==> config.mk <==
export PLATFORM = sky130hd
export DESIGN_NAME = bus_bridge_n
export DESIGN_NICKNAME = d
export VERILOG_FILES = /design/src/rtl/bus_bridge_pkg.sv /design/src/rtl/bus_bridge_decode.sv /design/src/rtl/bus_bridge_n.sv
export SDC_FILE = /design/constraint.sdc
export NUM_CORES = 1
export LEC_CHECK = 0
export CORE_UTILIZATION = 37
export CTS_BUF_LIST = sky130_fd_sc_hd__clkbuf_2
export CTS_CLUSTER_SIZE = 30
export DETAILED_ROUTE_END_ITERATION = 10
export MAX_ROUTING_LAYER = met4
export PLACE_DENSITY = 0.8
export RECOVER_POWER = 100
export SLEW_MARGIN = 20
export SYNTH_ARGS = -nofsm -noshare
export SYNTH_HDL_FRONTEND = slang
export SYNTH_HIERARCHICAL = 1
export SYNTH_SLANG_ARGS = --single-unit
==> constraint.sdc <==
create_clock -name clk -period 1.8 [get_ports clk]
set_clock_uncertainty 0.05 [all_clocks]
set_input_delay 0.36 -clock clk [delete_from_list [all_inputs] [get_ports clk]]
set_output_delay 0.36 -clock clk [all_outputs]
set_load 0.005 [all_outputs]
==> src/rtl/bus_bridge_pkg.sv <==
// bus_bridge_pkg
//   Shared definitions for the CPU-to-peripheral bridge: bus widths,
//   FSM state encoding, default slave address windows and a helper
//   that sizes slave-index fields.
//   No ports (package).
package bus_bridge_pkg;

    localparam int unsigned AW = 32;
    localparam int unsigned DW = 32;

    typedef enum logic [1:0] {
        IDLE   = 2'd0,
        ACCESS = 2'd1,
        RESP   = 2'd2
    } state_e;

    // Default windows, inclusive on both ends.
    localparam logic [AW-1:0] DM_BASE   = 32'h0000_0000;
    localparam logic [AW-1:0] DM_LIMIT  = 32'h0000_2fff;
    localparam logic [AW-1:0] TC0_BASE  = 32'h0000_7f00;
    localparam logic [AW-1:0] TC0_LIMIT = 32'h0000_7f0b;
    localparam logic [AW-1:0] TC1_BASE  = 32'h0000_7f10;
    localparam logic [AW-1:0] TC1_LIMIT = 32'h0000_7f1b;
    localparam logic [AW-1:0] INT_BASE  = 32'h0000_7f20;
    localparam logic [AW-1:0] INT_LIMIT = 32'h0000_7f23;

    // Slot i lives at [32i+31:32i]: DM is slot 0, INT is slot 3.
    localparam logic [4*AW-1:0] DEF_SLV_BASE  = {INT_BASE,  TC1_BASE,  TC0_BASE,  DM_BASE};
    localparam logic [4*AW-1:0] DEF_SLV_LIMIT = {INT_LIMIT, TC1_LIMIT, TC0_LIMIT, DM_LIMIT};

    // Width of a slave index field; never zero, even for a single slave.
    function automatic int unsigned idx_w(input int unsigned n);
        return (n > 1) ? $clog2(n) : 1;
    endfunction

endpackage

==> src/rtl/bus_bridge_decode.sv <==
// bus_bridge_decode
//   Combinational address decoder. Compares an address against N_SLV
//   inclusive [base, limit] windows; on overlap the lowest index wins.
//   Ports:
//     addr_i    in   AW        byte address
//     hit_o     out  1         address falls in at least one window
//     idx_o     out  IW        index of the winning window (0 on miss)
//     onehot_o  out  N_SLV     one-hot of the winning window (0 on miss)
module bus_bridge_decode
    import bus_bridge_pkg::*;
#(
    parameter int unsigned           N_SLV     = 4,
    parameter logic [N_SLV*AW-1:0]   SLV_BASE  = DEF_SLV_BASE,
    parameter logic [N_SLV*AW-1:0]   SLV_LIMIT = DEF_SLV_LIMIT,
    localparam int unsigned          IW        = idx_w(N_SLV)
) (
    input  logic [AW-1:0]    addr_i,
    output logic             hit_o,
    output logic [IW-1:0]    idx_o,
    output logic [N_SLV-1:0] onehot_o
);

    always_comb begin
        logic found;
        found    = 1'b0;
        hit_o    = 1'b0;
        idx_o    = '0;
        onehot_o = '0;
        for (int unsigned i = 0; i < N_SLV; i++) begin
            if (!found &&
                addr_i >= SLV_BASE[i*AW +: AW] &&
                addr_i <= SLV_LIMIT[i*AW +: AW]) begin
                found       = 1'b1;
                hit_o       = 1'b1;
                idx_o       = IW'(i);
                onehot_o[i] = 1'b1;
            end
        end
    end

endmodule

==> src/rtl/bus_bridge_n.sv <==
// bus_bridge_n
//   Registered CPU-to-peripheral bridge. Decodes a CPU access against
//   N_SLV windows, forwards it to one slave with a ready handshake, stalls
//   the CPU until completion and returns read data or a bus error.
//   Optional feature macro: BUS_BRIDGE_TIMEOUT_EN -- when defined, an ACCESS
//   that sees no slv_ready for TIMEOUT cycles completes with cpu_err=1.
//   Ports:
//     clk, reset_n          clock, asynchronous active-low reset
//     cpu_req/addr/byteen/wdata   CPU access (byteen=0 means read)
//     cpu_stall             CPU freeze
//     cpu_rvalid            one-cycle completion strobe
//     cpu_rdata/err/err_store     completion data and status
//     slv_sel/slv_we        one-hot select / write strobe
//     slv_addr/byteen/wdata registered word address, enables, data
//     slv_rdata/slv_ready   per-slave read data and completion
module bus_bridge_n
    import bus_bridge_pkg::*;
#(
    parameter int unsigned           N_SLV     = 4,
    parameter logic [N_SLV*AW-1:0]   SLV_BASE  = DEF_SLV_BASE,
    parameter logic [N_SLV*AW-1:0]   SLV_LIMIT = DEF_SLV_LIMIT,
    parameter int unsigned           TIMEOUT   = 15
) (
    input  logic                clk,
    input  logic                reset_n,
    input  logic                cpu_req,
    input  logic [AW-1:0]       cpu_addr,
    input  logic [3:0]          cpu_byteen,
    input  logic [DW-1:0]       cpu_wdata,
    output logic                cpu_stall,
    output logic                cpu_rvalid,
    output logic [DW-1:0]       cpu_rdata,
    output logic                cpu_err,
    output logic                cpu_err_store,
    output logic [N_SLV-1:0]    slv_sel,
    output logic [N_SLV-1:0]    slv_we,
    output logic [AW-3:0]       slv_addr,
    output logic [3:0]          slv_byteen,
    output logic [DW-1:0]       slv_wdata,
    input  logic [N_SLV*DW-1:0] slv_rdata,
    input  logic [N_SLV-1:0]    slv_ready
);

    localparam int unsigned IW = idx_w(N_SLV);

    // Out-of-range TIMEOUT leaves this marker block in the elaborated
    // hierarchy; it carries no logic.
    if (TIMEOUT == 0 || TIMEOUT > 255) begin : g_timeout_out_of_range
    end

    state_e             state_q, state_d;
    logic [AW-3:0]      addr_q,  addr_d;
    logic [3:0]         be_q,    be_d;
    logic [DW-1:0]      wdata_q, wdata_d;
    logic [DW-1:0]      rdata_q, rdata_d;
    logic [IW-1:0]      idx_q,   idx_d;
    logic [N_SLV-1:0]   sel_q,   sel_d;
    logic               err_q,   err_d;
    logic               st_q,    st_d;

    logic               dec_hit;
    logic [IW-1:0]      dec_idx;
    logic [N_SLV-1:0]   dec_onehot;

    logic               hit_ready;
    logic [DW-1:0]      hit_rdata;
    logic               is_write;

    bus_bridge_decode #(
        .N_SLV     (N_SLV),
        .SLV_BASE  (SLV_BASE),
        .SLV_LIMIT (SLV_LIMIT)
    ) u_decode (
        .addr_i   (cpu_addr),
        .hit_o    (dec_hit),
        .idx_o    (dec_idx),
        .onehot_o (dec_onehot)
    );

    assign is_write = |be_q;

    // Only the selected slave's ready/data matter; the rest are ignored.
    always_comb begin
        hit_ready = 1'b0;
        hit_rdata = '0;
        for (int unsigned i = 0; i < N_SLV; i++) begin
            if (idx_q == IW'(i)) begin
                hit_ready = slv_ready[i];
                hit_rdata = slv_rdata[i*DW +: DW];
            end
        end
    end

`ifdef BUS_BRIDGE_TIMEOUT_EN
    localparam logic [7:0] TO_LAST = 8'(TIMEOUT - 1);
    logic [7:0] cnt_q, cnt_d;
`endif

    always_comb begin
        state_d = state_q;
        addr_d  = addr_q;
        be_d    = be_q;
        wdata_d = wdata_q;
        rdata_d = rdata_q;
        idx_d   = idx_q;
        sel_d   = sel_q;
        err_d   = err_q;
        st_d    = st_q;
`ifdef BUS_BRIDGE_TIMEOUT_EN
        cnt_d   = cnt_q;
`endif
        unique case (state_q)
            IDLE: begin
                if (cpu_req) begin
                    addr_d  = cpu_addr[AW-1:2];
                    be_d    = cpu_byteen;
                    wdata_d = cpu_wdata;
                    idx_d   = dec_idx;
                    sel_d   = dec_onehot;
                    if (dec_hit) begin
                        state_d = ACCESS;
`ifdef BUS_BRIDGE_TIMEOUT_EN
                        cnt_d   = '0;
`endif
                    end else begin
                        state_d = RESP;
                        err_d   = 1'b1;
                        st_d    = |cpu_byteen;
                        rdata_d = '0;
                    end
                end
            end
            ACCESS: begin
                if (hit_ready) begin
                    state_d = RESP;
                    err_d   = 1'b0;
                    st_d    = 1'b0;
                    rdata_d = is_write ? '0 : hit_rdata;
                end
`ifdef BUS_BRIDGE_TIMEOUT_EN
                // TO_LAST is the TIMEOUT-th consecutive cycle without ready.
                else if (cnt_q == TO_LAST) begin
                    state_d = RESP;
                    err_d   = 1'b1;
                    st_d    = is_write;
                    rdata_d = '0;
                end else begin
                    cnt_d = cnt_q + 8'd1;
                end
`endif
            end
            RESP: begin
                state_d = IDLE;
            end
            default: begin
                state_d = IDLE;
            end
        endcase
    end

    always_ff @(posedge clk or negedge reset_n) begin
        if (!reset_n) begin
            state_q <= IDLE;
            addr_q  <= '0;
            be_q    <= '0;
            wdata_q <= '0;
            rdata_q <= '0;
            idx_q   <= '0;
            sel_q   <= '0;
            err_q   <= 1'b0;
            st_q    <= 1'b0;
        end else begin
            state_q <= state_d;
            addr_q  <= addr_d;
            be_q    <= be_d;
            wdata_q <= wdata_d;
            rdata_q <= rdata_d;
            idx_q   <= idx_d;
            sel_q   <= sel_d;
            err_q   <= err_d;
            st_q    <= st_d;
        end
    end

`ifdef BUS_BRIDGE_TIMEOUT_EN
    always_ff @(posedge clk or negedge reset_n) begin
        if (!reset_n) begin
            cnt_q <= '0;
        end else begin
            cnt_q <= cnt_d;
        end
    end
`endif

    // Stall is gated by reset_n so it drops with reset even while the
    // CPU keeps cpu_req asserted.
    assign cpu_stall     = reset_n & (((state_q == IDLE) & cpu_req) | (state_q == ACCESS));
    assign cpu_rvalid    = (state_q == RESP);
    assign cpu_rdata     = cpu_rvalid ? rdata_q : '0;
    assign cpu_err       = cpu_rvalid & err_q;
    assign cpu_err_store = cpu_rvalid & st_q;

    assign slv_sel    = (state_q == ACCESS) ? sel_q : '0;
    assign slv_we     = ((state_q == ACCESS) && is_write) ? sel_q : '0;
    assign slv_addr   = addr_q;
    assign slv_byteen = be_q;
    assign slv_wdata  = wdata_q;

endmodule

======== Word level (Yosys, flattened, before mapping) ========
Cells that the tools add are included.
storage, ports and cells
  word-level logic and storage cells ...... 86
  input bits .............................. 203
  output and inout port bits .............. 110
  flip-flop bits (word level) ............. 108
cells by class
  reduce and logical (&&, ||, !) cells .... 19
  equal/unequal tests ..................... 8
  order comparisons ....................... 8
  mux-type cells .......................... 37
  bitwise logic cells ..................... 5
operators by type and width
  cell                  number
  $mux 32               9
  $ge 32x15->1 const B  3
  $le 32x15->1 const B  3
  $pmux 32 s2           1
  $ge 32x1->1 const B   1
  $le 32x14->1 const B  1
  $mux 1                17
  $mux 2                5
  $logic_and 1x1->1     8
  $mux 4                2
  $reduce_or 4->1       2
  $eq 2x2->1 const B    3
  $ne 2x2->1 const B    3
  $and 1x1->1           4
  $eq 2x1->1 const B    2
  $logic_not 2->1       2
  $pmux 1 s2            2
  $pmux 2 s2            1
  $reduce_and 2->1      2
  $reduce_and 4->1      1
  $logic_not 1->1       3
  $reduce_bool 2->1     1
  $or 1x1->1            1

======== Depth between registers and ports, before layout ========
  depth in word-level cells ............... 18
  gate-level depth with buffers ........... 9
  mapped depth without buffers ............ 8

======== By module ========
The synthesis kept the hierarchy.
modules (own cells, without submodules)
  module             area each (um^2)  cells an instance  times used  sequential area each (um^2)
  bus_bridge_n       5517.8            373                1           2702.6
  bus_bridge_decode  250.2             31                 1           0.0

======== Worst setup path after synthesis ========
No wires, ideal clock.
  path kind ............................... in2reg
  start point ............................. input port cpu_addr[2]
  end point ............................... register rdata_q[10]
  arrival time ............................ 2.236 ns
  cell stages on the path ................. 9
  setup time .............................. 0.125 ns
  data required time ...................... 1.625 ns
  buffers on the path ..................... 1
  path slack .............................. -0.611 ns
  cells stage by stage .................... a211o_1 a2111oi_0 o21ai_0 a21oi_1 nor2b_1 o21bai_1 nor3_4 buf_6 mux2_4
between the ends
  word-level cells in the longest chain between the ends .. 17
  elaborated cells on any way between the ends .. 24
  those cells by class .................... order compare (8); eq/ne (1); mux (4); reduce/logical (11)
RTL lines
  item                                         RTL line                                          text
  start: declaration                           bus_bridge_n.sv:27                                input logic [AW-1:0] cpu_addr,
  $ge 32x1->1 or $le 32x14->1 (tied branches)  bus_bridge_decode.sv:31, bus_bridge_decode.sv:32
  $logic_and 1x1->1                            bus_bridge_decode.sv:31                           addr_i >= SLV_BASE[i*AW +: AW] &&
  $mux 1                                       bus_bridge_decode.sv:30                           if (!found &&
  $logic_not 1->1                              bus_bridge_decode.sv:30
  $logic_and 1x1->1                            bus_bridge_decode.sv:30
  $logic_and 1x1->1                            bus_bridge_decode.sv:31
  $mux 1                                       bus_bridge_decode.sv:30
  $logic_not 1->1                              bus_bridge_decode.sv:30
  [... 2 more ...]                             n/a
  $mux 1                                       bus_bridge_decode.sv:30
  $logic_not 1->1                              bus_bridge_decode.sv:30
  $logic_and 1x1->1                            bus_bridge_decode.sv:30
  $logic_and 1x1->1                            bus_bridge_decode.sv:31
  $mux 1 (*)                                   bus_bridge_decode.sv:30
  named net dec_hit                            bus_bridge_n.sv:61                                logic dec_hit;
  $ne 2x2->1 (no source line) (*)              n/a
  $reduce_and 4->1 (no source line) (*)        n/a
  end signal: assignment                       bus_bridge_n.sv:177                               rdata_q <= rdata_d;
  end: declaration                             bus_bridge_n.sv:55                                logic [DW-1:0] rdata_q, rdata_d;
Mark *: on every way through the listed nets, which the timed path passes. The rest lies on a longest branch.
A chain may end at the register's enable or synchronous reset.

======== Worst setup path after layout ========
  start point ............................. register state_q[1]
  end point ............................... output port cpu_rdata[7]
between the ends
  word-level cells in the longest chain between the ends .. 2
RTL lines
  item                      RTL line             text
  start: declaration        bus_bridge_n.sv:51   state_e state_q, state_d;
  start signal: assignment  bus_bridge_n.sv:173  state_q <= state_d;
  $eq 2x2->1                bus_bridge_n.sv:198  assign cpu_rvalid = (state_q == RESP);
  $mux 32                   bus_bridge_n.sv:199  assign cpu_rdata = cpu_rvalid ? rdata_q : '0;
  end: declaration          bus_bridge_n.sv:32   output logic [DW-1:0] cpu_rdata,
No other way between the ends.

==> metrics <==
status complete, but fails checks; failing checks setup timing; Max FO, Critical Path 4; drt first pass iters 5; setup ws final -0.504 ns; Antenna diodes 0; I/O Pins 313; Total GRT Usage approximately a quarter; post-synthesis sequential area ratio 46.9%; Skew-Pair Late Insertion Delay 0.63 ns; Layout Nets roughly 1000; H-tree Lvls 3; vias in the first global route between 5000 and 6000; Primary FF master, synth dfrtp_1; Area Overhead vs Synth 82.9%; commonest non-fill, non-tap cells in the layout clkdlybuf4s50_1, dfrtp_1, mux2_2; synthesized area 5770 µm²; GP Congestion 0.791; Tcrit/Tclk final 128%; post-route ant nets 0; RSZ-0062 raised after global routing yes; synthesis-stage register bit count 108; Final Hold Viols 0; flop-to-flop setup slack -0.31 ns; Comb pwr share 31.3%; Syn Nets 607; Min Clock Period, post-route 2.30 ns; row count 45; Clock transition at path regs approximately 0.29 ns; cell count of the worst reg-to-reg path 7; PD cells between 500 and 600 nW/µm²; Netlist cell types 38; fmax 434 MHz; Synth async-reset ratio 100%; Net Sw Frac 28.0%; Core ar. roughly 15000 µm²; clock sinks 108; GRT Residual Overflow 0; Finished Layout Cells 986; worst-case clock buffer depth 2; post-detail-place hpwl 13600 µm; Synth Warn # 6; final wirelength 20900 µm; CP required 1.39 ns; fill count 1059; TritonCTS clock tree done; Starting Density a little under two fifths; Synth Instances roughly 400; Setup CP Type flip-flop to primary output; Crit. End Element primary output; drt via density 5.24; Root Buffer clkbuf_2; CTS buffer count 9; final slew viol count 0; Slew @ Worst Pin 1.38 ns; Setup TNS -33.90 ns; Routed WL per cell 21.2 µm; final setup fails 148; first-pass GRT wire length 30500 µm; syn avg cell area 14.3 µm²; sequential share of power 50.4%; Net Switching 1.55 mW; First DRT Iteration DRCs roughly 260; DP Cell Count 914; commonest non-fill, non-tap cell in the layout clkdlybuf4s50_1; worst min path class primary input to flip-flop; total of max-cap violations 0; Power Internal 3.98 mW; largest net degree at the start of global routing 109; Die Span X 127 µm; peak ir drop on the vdd network ~0.48 mV; layout cells sized above 1 a little under 50%; Die ar. 16100 µm²; total power around 5.5 mW; Pleak 4.49 nW; IO buf count 312; DR vias 5171; Critical Path AT 1.89 ns; hold-critical path depth 3; DRC Markers 0; die height 127 µm; Clk network pwr share 18.3%; Slew headroom 8.07%; EDFF count, synth 0; Critical Path Start Type flip-flop; initial antenna violation count 0
metal layers:
metal	global-route usage [%]	share of wire [%]
met5	-	0
met4	9.24	2.7
met1	29.1	39
met2	45.9	53
met3	5.02	5.6
state kept, by name, summed over array words and instances (netlist names):
register    count
slv_wdata      32
idx_q           2
slv_addr       30
rdata_q        32
sel_q           4
st_q            1
slv_byteen      4
state_q         2
err_q           1
cell usage after synthesis, types with 2 or more instances:
master	number	area share (%)
a211o_1	2	0.30
a21oi_1	3	0.26
and2_1	42	4.6
and3_1	32	3.5
buf_2	11	0.95
buf_6	7	1.4
clkbuf_1	10	0.65
dfrtp_1	108	47
inv_1	2	0.13
mux2_2	76	15
mux2_4	29	7.5
mux4_2	32	12
nand2_1	3	0.20
nand2b_1	2	0.22
nand3_1	2	0.17
nand4_1	2	0.22
nor2_1	7	0.46
nor2b_1	3	0.33
nor3_2	2	0.35
nor3b_1	3	0.39
nor4_1	3	0.33
nor4_2	4	0.87
o21ai_0	4	0.35
layout make-up:
type	instances	area, µm²	share of cell area (%)
Tap cell	188	235	2.23
Multi-Input combinational cell	265	3300	31.3
Clock buffer	9	45.0	0.427
Timing Repair Buffer	407	4210	39.9
Sequential cell	108	2700	25.6
Clock inverter	7	42.5	0.403
Inverter	2	7.51	0.0712
what timing repair did:
action                                 4_1_cts  5_1_grt
setup endpoints to repair                  147      207
hold buffers                                 2        0
cloned                                      10        3
pin swaps                                   42       11
endpoints found under the hold margin      109        0
buffers inserted                            35        9
resized for setup                          423      107
power groups by stage:
| stage | combinational, mW | clock [mW] | sequential [mW] |
|---|---|---|---|
| 6_report | 1.73 | 1.01 | 2.79 |
| 5_1_grt | 1.83 | 1.14 | 2.82 |
| 3_5_place_dp | 1.61 | 0 | 2.82 |
| 4_1_cts | 1.67 | 1.04 | 2.78 |
| 3_3_place_gp | 1.58 | 0 | 2.81 |
| 2_1_floorplan | 0.425 | 0 | 2.83 |
logic make-up (layout without fill, tap and decap cells):
logic type	Yosys count	count (layout)	share of synthesized area, %
mux	138	138	35.1
simple gates	110	110	12.4
buf+inv	31	425	3.17
flops	108	108	46.9
compound gates	17	17	2.52
per-stage QoR:
stage	util (%)	instance area [µm²]	hold slack (ns)	worst slack (ns)
after detailed placement	61.8	9400	0.434	-1.11
after CTS	67.7	10300	0.0190	-0.508
after global routing	69.4	10600	0.0196	-0.602
after global placement	61.8	9400	0.437	-1.07
after floorplan	-	5820	0.0144	-0.349
final	69.4	10600	0.0505	-0.504
final timing paths:
kind,startpoint,endpoint
hold / removal,cpu_addr[5],slv_addr[3]
setup / recovery,state_q[1],cpu_rdata[7]
setup reg to reg,idx_q[0],rdata_q[15]
max in group asynchronous,reset_n,idx_q[0]
hold reg to reg,slv_wdata[0],slv_wdata[0]
min in group asynchronous,reset_n,slv_addr[8]
worst max-delay path, cell delays in order (launching register included):
cell and delay (ns):
dfrtp_1 0.46, nor2b_4 0.14, buf_6 0.12, buf_12 0.13, clkbuf_16 0.15, and2_4 0.16, buf_6 0.11
Power figures use the tool's default switching activity.
